===== src/rtl/reg_file_pkg.sv =====
`default_nettype none
// ============================================================================
// Module      : reg_file_pkg
// Description : Shared types and default sizing for the 2R1W register file.
// Revision    : 1.0 - initial release
// ============================================================================
package reg_file_pkg;

    // Default geometry: 8 entries of 8 bits
    localparam int c_DEFAULT_DATA_WIDTH = 8;
    localparam int c_DEFAULT_ADDR_WIDTH = 3;

    // Soft-clear sequencer states
    typedef enum logic [0:0] {
        IDLE  = 1'b0,
        CLEAR = 1'b1
    } clear_state_t;

endpackage : reg_file_pkg
`default_nettype wire


===== src/rtl/reg_file_clear_seq.sv =====
`default_nettype none
// ============================================================================
// Module      : reg_file_clear_seq
// Description : Soft-clear sequencer. Walks clear_ptr from 0 to DEPTH-1,
//               requesting one zero-write per clock, then returns to IDLE.
// Revision    : 1.0 - initial release
// ============================================================================
module reg_file_clear_seq
    import reg_file_pkg::*;
#(
    parameter int ADDR_WIDTH = c_DEFAULT_ADDR_WIDTH
) (
    input  logic                  clk,
    input  logic                  rst,
    input  logic                  i_clear_start,
    output logic                  o_clear_busy,
    output logic [ADDR_WIDTH-1:0] o_clear_ptr,
    output logic                  o_clear_we
);

    localparam logic [ADDR_WIDTH-1:0] c_PTR_LAST = '1;

    clear_state_t            r_state;
    clear_state_t            w_state_next;
    logic [ADDR_WIDTH-1:0]   r_ptr;
    logic [ADDR_WIDTH-1:0]   w_ptr_next;
    logic                    r_busy;
    logic                    w_busy_next;

    // State, pointer and busy flag registers
    always_ff @(posedge clk) begin
        if (rst) begin
            r_state <= IDLE;
            r_ptr   <= '0;
            r_busy  <= 1'b0;
        end else begin
            r_state <= w_state_next;
            r_ptr   <= w_ptr_next;
            r_busy  <= w_busy_next;
        end
    end

    // Next-state logic; a start pulse while clearing is ignored
    always_comb begin
        w_state_next = r_state;
        w_ptr_next   = r_ptr;
        w_busy_next  = r_busy;
        case (r_state)
            IDLE: begin
                if (i_clear_start) begin
                    w_state_next = CLEAR;
                    w_ptr_next   = '0;
                    w_busy_next  = 1'b1;
                end
            end
            CLEAR: begin
                w_ptr_next = r_ptr + 1'b1;
                if (r_ptr == c_PTR_LAST) begin
                    w_state_next = IDLE;
                    w_busy_next  = 1'b0;
                end
            end
            default: begin
                w_state_next = IDLE;
                w_busy_next  = 1'b0;
            end
        endcase
    end

    assign o_clear_busy = r_busy;
    assign o_clear_ptr  = r_ptr;
    assign o_clear_we   = (r_state == CLEAR);

endmodule : reg_file_clear_seq
`default_nettype wire


===== src/rtl/reg_file_2r1w.sv =====
`default_nettype none
// ============================================================================
// Module      : reg_file_2r1w
// Description : Register file with one write port and two registered read
//               ports, optional write-first bypass, optional hardwired-zero
//               entry 0 and a one-entry-per-clock soft-clear sequencer.
// Revision    : 1.0 - initial release
// ============================================================================
module reg_file_2r1w
    import reg_file_pkg::*;
#(
    parameter int DATA_WIDTH = c_DEFAULT_DATA_WIDTH,
    parameter int ADDR_WIDTH = c_DEFAULT_ADDR_WIDTH,
    parameter int ZERO_REG0  = 0,
    parameter int BYPASS     = 1
) (
    input  logic                  clock,
    input  logic                  reset,
    input  logic                  write_enable,
    input  logic [ADDR_WIDTH-1:0] write_address,
    input  logic [DATA_WIDTH-1:0] write_data,
    input  logic [ADDR_WIDTH-1:0] read_address_a,
    output logic [DATA_WIDTH-1:0] read_data_a,
    input  logic [ADDR_WIDTH-1:0] read_address_b,
    output logic [DATA_WIDTH-1:0] read_data_b,
    input  logic                  clear_start,
    output logic                  clear_busy
);

    localparam int c_DEPTH = 2 ** ADDR_WIDTH;

    logic [DATA_WIDTH-1:0]  r_mem [c_DEPTH];
    logic                   w_clear_busy;
    logic [ADDR_WIDTH-1:0]  w_clear_ptr;
    logic                   w_clear_we;
    logic                   w_wr_en;

    reg_file_clear_seq #(
        .ADDR_WIDTH (ADDR_WIDTH)
    ) u_clear_seq (
        .clk           (clock),
        .rst           (reset),
        .i_clear_start (clear_start),
        .o_clear_busy  (w_clear_busy),
        .o_clear_ptr   (w_clear_ptr),
        .o_clear_we    (w_clear_we)
    );

    // User writes are dropped while clearing and when aimed at a hardwired zero
    assign w_wr_en = write_enable && !w_clear_busy &&
                     !((ZERO_REG0 != 0) && (write_address == '0));

    // Storage array: reset and soft clear zero entries, otherwise user writes
    always_ff @(posedge clock) begin
        if (reset) begin
            for (int i = 0; i < c_DEPTH; i++) begin
                r_mem[i] <= '0;
            end
        end else if (w_clear_we) begin
            r_mem[w_clear_ptr] <= '0;
        end else if (w_wr_en) begin
            r_mem[write_address] <= write_data;
        end
    end

    // One identical read pipeline per port (0 = A, 1 = B)
    for (genvar gi = 0; gi < 2; gi++) begin : g_rd_port
        logic [ADDR_WIDTH-1:0] w_addr;
        logic [DATA_WIDTH-1:0] w_next;
        logic [DATA_WIDTH-1:0] r_data;

        assign w_addr = (gi == 0) ? read_address_a : read_address_b;

        // Read source select: hardwired zero, then forwarded write, then array
        always_comb begin
            w_next = r_mem[w_addr];
            if ((ZERO_REG0 != 0) && (w_addr == '0)) begin
                w_next = '0;
            end else if ((BYPASS != 0) && w_wr_en && (write_address == w_addr)) begin
                w_next = write_data;
            end
        end

        // Registered read data
        always_ff @(posedge clock) begin
            if (reset) begin
                r_data <= '0;
            end else begin
                r_data <= w_next;
            end
        end
    end

    assign read_data_a = g_rd_port[0].r_data;
    assign read_data_b = g_rd_port[1].r_data;
    assign clear_busy  = w_clear_busy;

endmodule : reg_file_2r1w
`default_nettype wire


===== config.mk =====
export PLATFORM = sky130hd
export DESIGN_NAME = reg_file_2r1w
export DESIGN_NICKNAME = d
export VERILOG_FILES = /design/src/rtl/reg_file_pkg.sv /design/src/rtl/reg_file_clear_seq.sv /design/src/rtl/reg_file_2r1w.sv
export SDC_FILE = /design/constraint.sdc
export NUM_CORES = 1
export LEC_CHECK = 0
export ABC_CLOCK_PERIOD_IN_PS = 4100
export CORE_MARGIN = 3
export CORE_UTILIZATION = 62
export DETAILED_ROUTE_END_ITERATION = 10
export PLACE_DENSITY = 0.89
export SYNTH_ARGS = -nofsm -noshare
export SYNTH_HDL_FRONTEND = slang
export SYNTH_SLANG_ARGS = --single-unit

===== constraint.sdc =====
create_clock -name clock -period 4.1 [get_ports clock]
set_input_delay 0.615 -clock clock [delete_from_list [all_inputs] [get_ports clock]]
set_output_delay 0.615 -clock clock [all_outputs]
set_load 0.005 [all_outputs]

# == Word-level counts from Yosys, hierarchy flattened ==
# Memory sizes are Yosys's and may differ from the RTL's.
# Index checks and enable logic that the tools add are counted.
# word_totals
input_bits,21
out_inout_bits,17
elab_cells,45
reg_bits,21
memories,1
ram_bits,64
# classes
n_reduce_logical,7
n_eq_ne,5
bitwise,1
addsub,1
n_mux,25
# mem_list
memory,depth,width,read_ports,rd_ports_with_merged_regs,write_ports,line_no,rtl
r_mem,8,8,2,0,8,reg_file_2r1w.sv:32,logic [DATA_WIDTH-1:0] r_mem [c_DEPTH];
# ops
op,count
$mux W8,4
$reduce_or A8 Y1,2
$mux W1,15
$mux W3,3
$eq A3 B3 Y1,2
$pmux W3 S2,1
$ne A2 B2 Y1 const B,2
$pmux W1 S2,2
$add A3 B1 Y3 const B,1
$eq A3 B3 Y1 const B,1
$logic_and A1 B1 Y1,3
$reduce_and A2 Y1,1
$logic_not A1 Y1,1
$not A1 Y1,1

# == Logic depth before layout (Yosys ltp) ==
# logic_depth
depth_word,8
depth_mapped,6
mapped_depth_nobuf,5

# == Modules after synthesis ==
# From an unflattened synthesis, not the netlist that was laid out.
# unflattened
hier_cells,307
hier_area_um2,4235.3
# by_module_without_submodules
mod,instances,area_per_inst_um2,cells_per_inst
reg_file_2r1w,1,3997.6,284
reg_file_clear_seq,1,237.7,23

# == Worst setup path before layout ==
# Ideal clock, no wire load.
# synth_timing
path_kind,input port to flip-flop
from,input reset
to,"memory r_mem[3][0] (netlist name), enable pin"
slack_ps,1962
setup_time_ps,334
arrival_ps,1804
stages,5
cell_sequence,nor4b_4 -> buf_2 -> mux2i_1 -> nand2_2 -> nand2b_1
# synth_lines
element,line_no,rtl
"start, declared",reg_file_2r1w.sv:18,"input logic reset,"
"end, declared",reg_file_2r1w.sv:32,

==> metrics.md <==
| Metric | Value |
|---|---|
| Status | `complete, no violations` |
| Ant. Diodes | `0` |
| Initial Utilization | `0.6509` |
| ANT nets after route | `0` |
| Num CTS Buffers | `9` |
| CP cell instances | `clkdlybuf4s50_1 > nor4b_4 > mux2_2 > nand2_1 > nand2b_1` |
| Iteration-0 DRC Markers | `roughly 300` |
| Post-synth EDFFs | `between 60 and 70` |
| Worst Hold Class | `reg2reg` |
| Syn Area/Cell | `between 10 and 15 µm²` |
| CTS root buffer | `clkbuf_8` |
| Max-cap violations | `0` |
| Hold_buf cts | `0` |
| TNS Setup | `0 ps` |
| PwrDens | `384.2 nW/µm²` |
| Slew @ Worst Pin | `785.9 ps` |
| Slew headroom | `0.4744` |
| Initial antenna violation count | `0` |
| Setup Skew | `slightly below 6 ps` |
| # setup viols final | `0` |
| # resized after CTS | `0` |
| Synthesized cell area | `4204 µm²` |
| WL final | `slightly below 10,000 µm` |
| Slew Viols, Final | `0` |
| Placer Congestion | `between 0.8 and 0.9` |
| CTS H-tree depth | `3` |
| Peak VDD IR | `0.3299 mV` |
| Post-detail-place hpwl | `7328 µm` |
| P&R area growth vs syn | `14.85%` |
| Post-route cell area | `between 4000 and 5000 µm²` |
| Die W | `between 80 and 90 µm` |
| Sequential fraction of the synthesis area | `0.5571` |
| # port buffers | `37` |
| Yosys top cell area share | `0.4571` |
| Post-CTS Setup Repair Bufs | `0` |
| Setup crit start kind | `input port` |
| Row Count | `29` |
| Max stage delay on crit path | `650 ps` |
| Vias in the first global route | `between 2k and 3k` |
| First-pass DRT Iterations | `5` |
| Synth Register Bits | `85` |
| Yosys cell types | `25` |
| Unrepaired setup endpoints after global routing | `false` |
| Chip Height | `between 80 and 90 µm` |
| Placed inst area | `4621 µm²` |
| Most Crowded Layer GR | `met2` |
| Critical Path End Type | `flip-flop` |
| Clock tree buffer depth | `2` |
| Synth area leader | `edfxtp_1` |
| GR Util met2 | `0.4630` |
| IO Pins | `38` |
| CP Class | `in2reg` |
| Buf/Inv on CP | `1` |
| Gr ovfl total | `0` |
| Worst path top cell family by delay | `simple AND/OR/NAND/NOR gates` |
| GR Util met1 | `0.3509` |
| CP max-delay cell | `nor4b_4` |
| GR Util met3 | `0.07263` |
| Clk_lat worst skew | `between 300 and 400 ps` |
| Async set-reset flop share out of synthesis | `0` |
| Max Freq | `approximately 0.35 GHz` |
| Count leader, synth | `nor2_1` |
| Final critical-path required period | `2821 ps` |
| Post-route DRC violation count | `0` |
| Fin crit share | `0.6881` |
| Core area | `6459 µm²` |
| Syn_nets | `around 340` |
| Share of cells above drive strength 1 | `0.1849` |
| Commonest register cell after synthesis | `edfxtp_1` |
| Largest net degree at the start of global routing | `32` |
| Tot GR Track Use | `0.2744` |
| Clock sink count | `85` |
| Yosys warns | `0` |
| CTS tree | `built` |
| Reg clk slew, reported paths | `approximately 90 ps` |
| First-pass GRT wire length | `15,280 µm` |
| Die ar. | `about 7800 µm²` |
| Final net count | `about 380` |
| Worst path arrival time | `about 2900 ps` |
| Fillcell total | `between 400 and 500` |
| Leakage | `around 1.7 nW` |
| Hold Vio Cnt, Final | `0` |
| Commonest cells in the netlist | `nor2_1 (86), edfxtp_1 (64), mux4_2 (32)` |
| Mapped Cells | `around 310` |
| Routed via count | `2,831` |
| Routed length per instance | `22.73 µm` |
| Critical Path RT | `approximately 4100 ps` |
| Crit path max fanout | `12` |
| Synth area leaders | `edfxtp_1 (46%), mux4_2 (17%), dfxtp_1 (10%), nor2_1 (7.7%), mux2i_1 (4.5%)` |
| Vias per inst | `about 6.5` |
==> worst register-to-register path, cell delays in order, from the launching register on <==
cell	delay, ps
dfxtp_1	450
nor4b_4	740
mux2_2	440
nand2_1	270
nand2b_1	350
==> cells in the final DEF, fill, tap and decap left out, types with 3 or more instances in the layout <==
cell,instances
nor3b_1,3
inv_6,4
buf_4,7
clkdlybuf4s50_1,37
dfxtp_1,21
mux2i_1,19
nand2_2,6
clkbuf_8,9
nand2_1,15
nor2_1,86
a211oi_1,16
mux4_2,32
a21oi_1,4
xnor2_1,6
edfxtp_1,64
nand2b_1,13
==> where the power goes <==
group,switching [mW],internal [mW]
clock,0.336,0.295
sequential,0.0253,0.966
combinational,0.112,0.121
==> cell type report <==
cell class / instances / area [µm²] / area share
Timing Repair Buffer: 44 / 422.9 / 0.08759
Tap cell: 77 / 96.34 / 0.01995
Multi-Input combinational cell: 212 / 1759 / 0.3643
Clock buffer: 9 / 123.9 / 0.02565
Clock inverter: 7 / 83.83 / 0.01736
Sequential cell: 85 / 2342 / 0.4851
==> cells by family after synthesis <==
| logic type | count (synthesis) | synth area share |
|---|---|---|
| multiplexers | 52 | 0.2193 |
| buffers and inverters | 17 | 0.02440 |
| XOR/XNOR | 6 | 0.01250 |
| AO/OA/AOI/OAI | 22 | 0.03929 |
| adder cells (fa/ha/maj) | 2 | 0.005951 |
| AND/OR/NAND/NOR | 130 | 0.1414 |
| flip-flops | 85 | 0.5571 |
==> routing by layer <==
metal | share of wire | vias up
li1 | - | 1245
met1 | 0.37 | 1364
met2 | 0.51 | 191
met3 | 0.098 | 31
met4 | 0.023 | 0
met5 | 0 | -
==> path summary, 6_finish.rpt <==
kind	startpoint	end	slack (ps)	depth (start not counted)
max	write_enable	r_mem[1][4]	1280	5
min	u_clear_seq.o_clear_ptr[0]	u_clear_seq.o_clear_ptr[0]	510	2
max reg2reg	u_clear_seq.o_clear_we	r_mem[1][4]	1520	4
min reg2reg	u_clear_seq.o_clear_ptr[0]	u_clear_seq.o_clear_ptr[0]	510	2
==> per-stage QoR <==
stage | instances | utilization | setup slack (ps) | total power [mW] | hold WS, ps
2_1_floorplan | 314 | - | 1962 | 1.143 | 461.8
3_3_place_gp | 418 | 0.7154 | 1056 | 1.229 | 486.0
3_5_place_dp | 418 | 0.7154 | 933.9 | 1.240 | 490.1
4_1_cts | 434 | 0.7476 | 1296 | 1.854 | 503.7
5_1_grt | 434 | 0.7476 | 1113 | 1.913 | 530.4
6_report | 434 | 0.7476 | 1279 | 1.855 | 513.1
==> sequential cells by signal, indices dropped and copies added (netlist names) <==
| signal | cells |
|---|---|
| r_mem | 64 |
| read_data_a | 8 |
| read_data_b | 8 |
| u_clear_seq.o_clear_busy | 1 |
| u_clear_seq.o_clear_ptr | 3 |
| u_clear_seq.o_clear_we | 1 |
No activity file was read; power rests on OpenSTA's default activity.
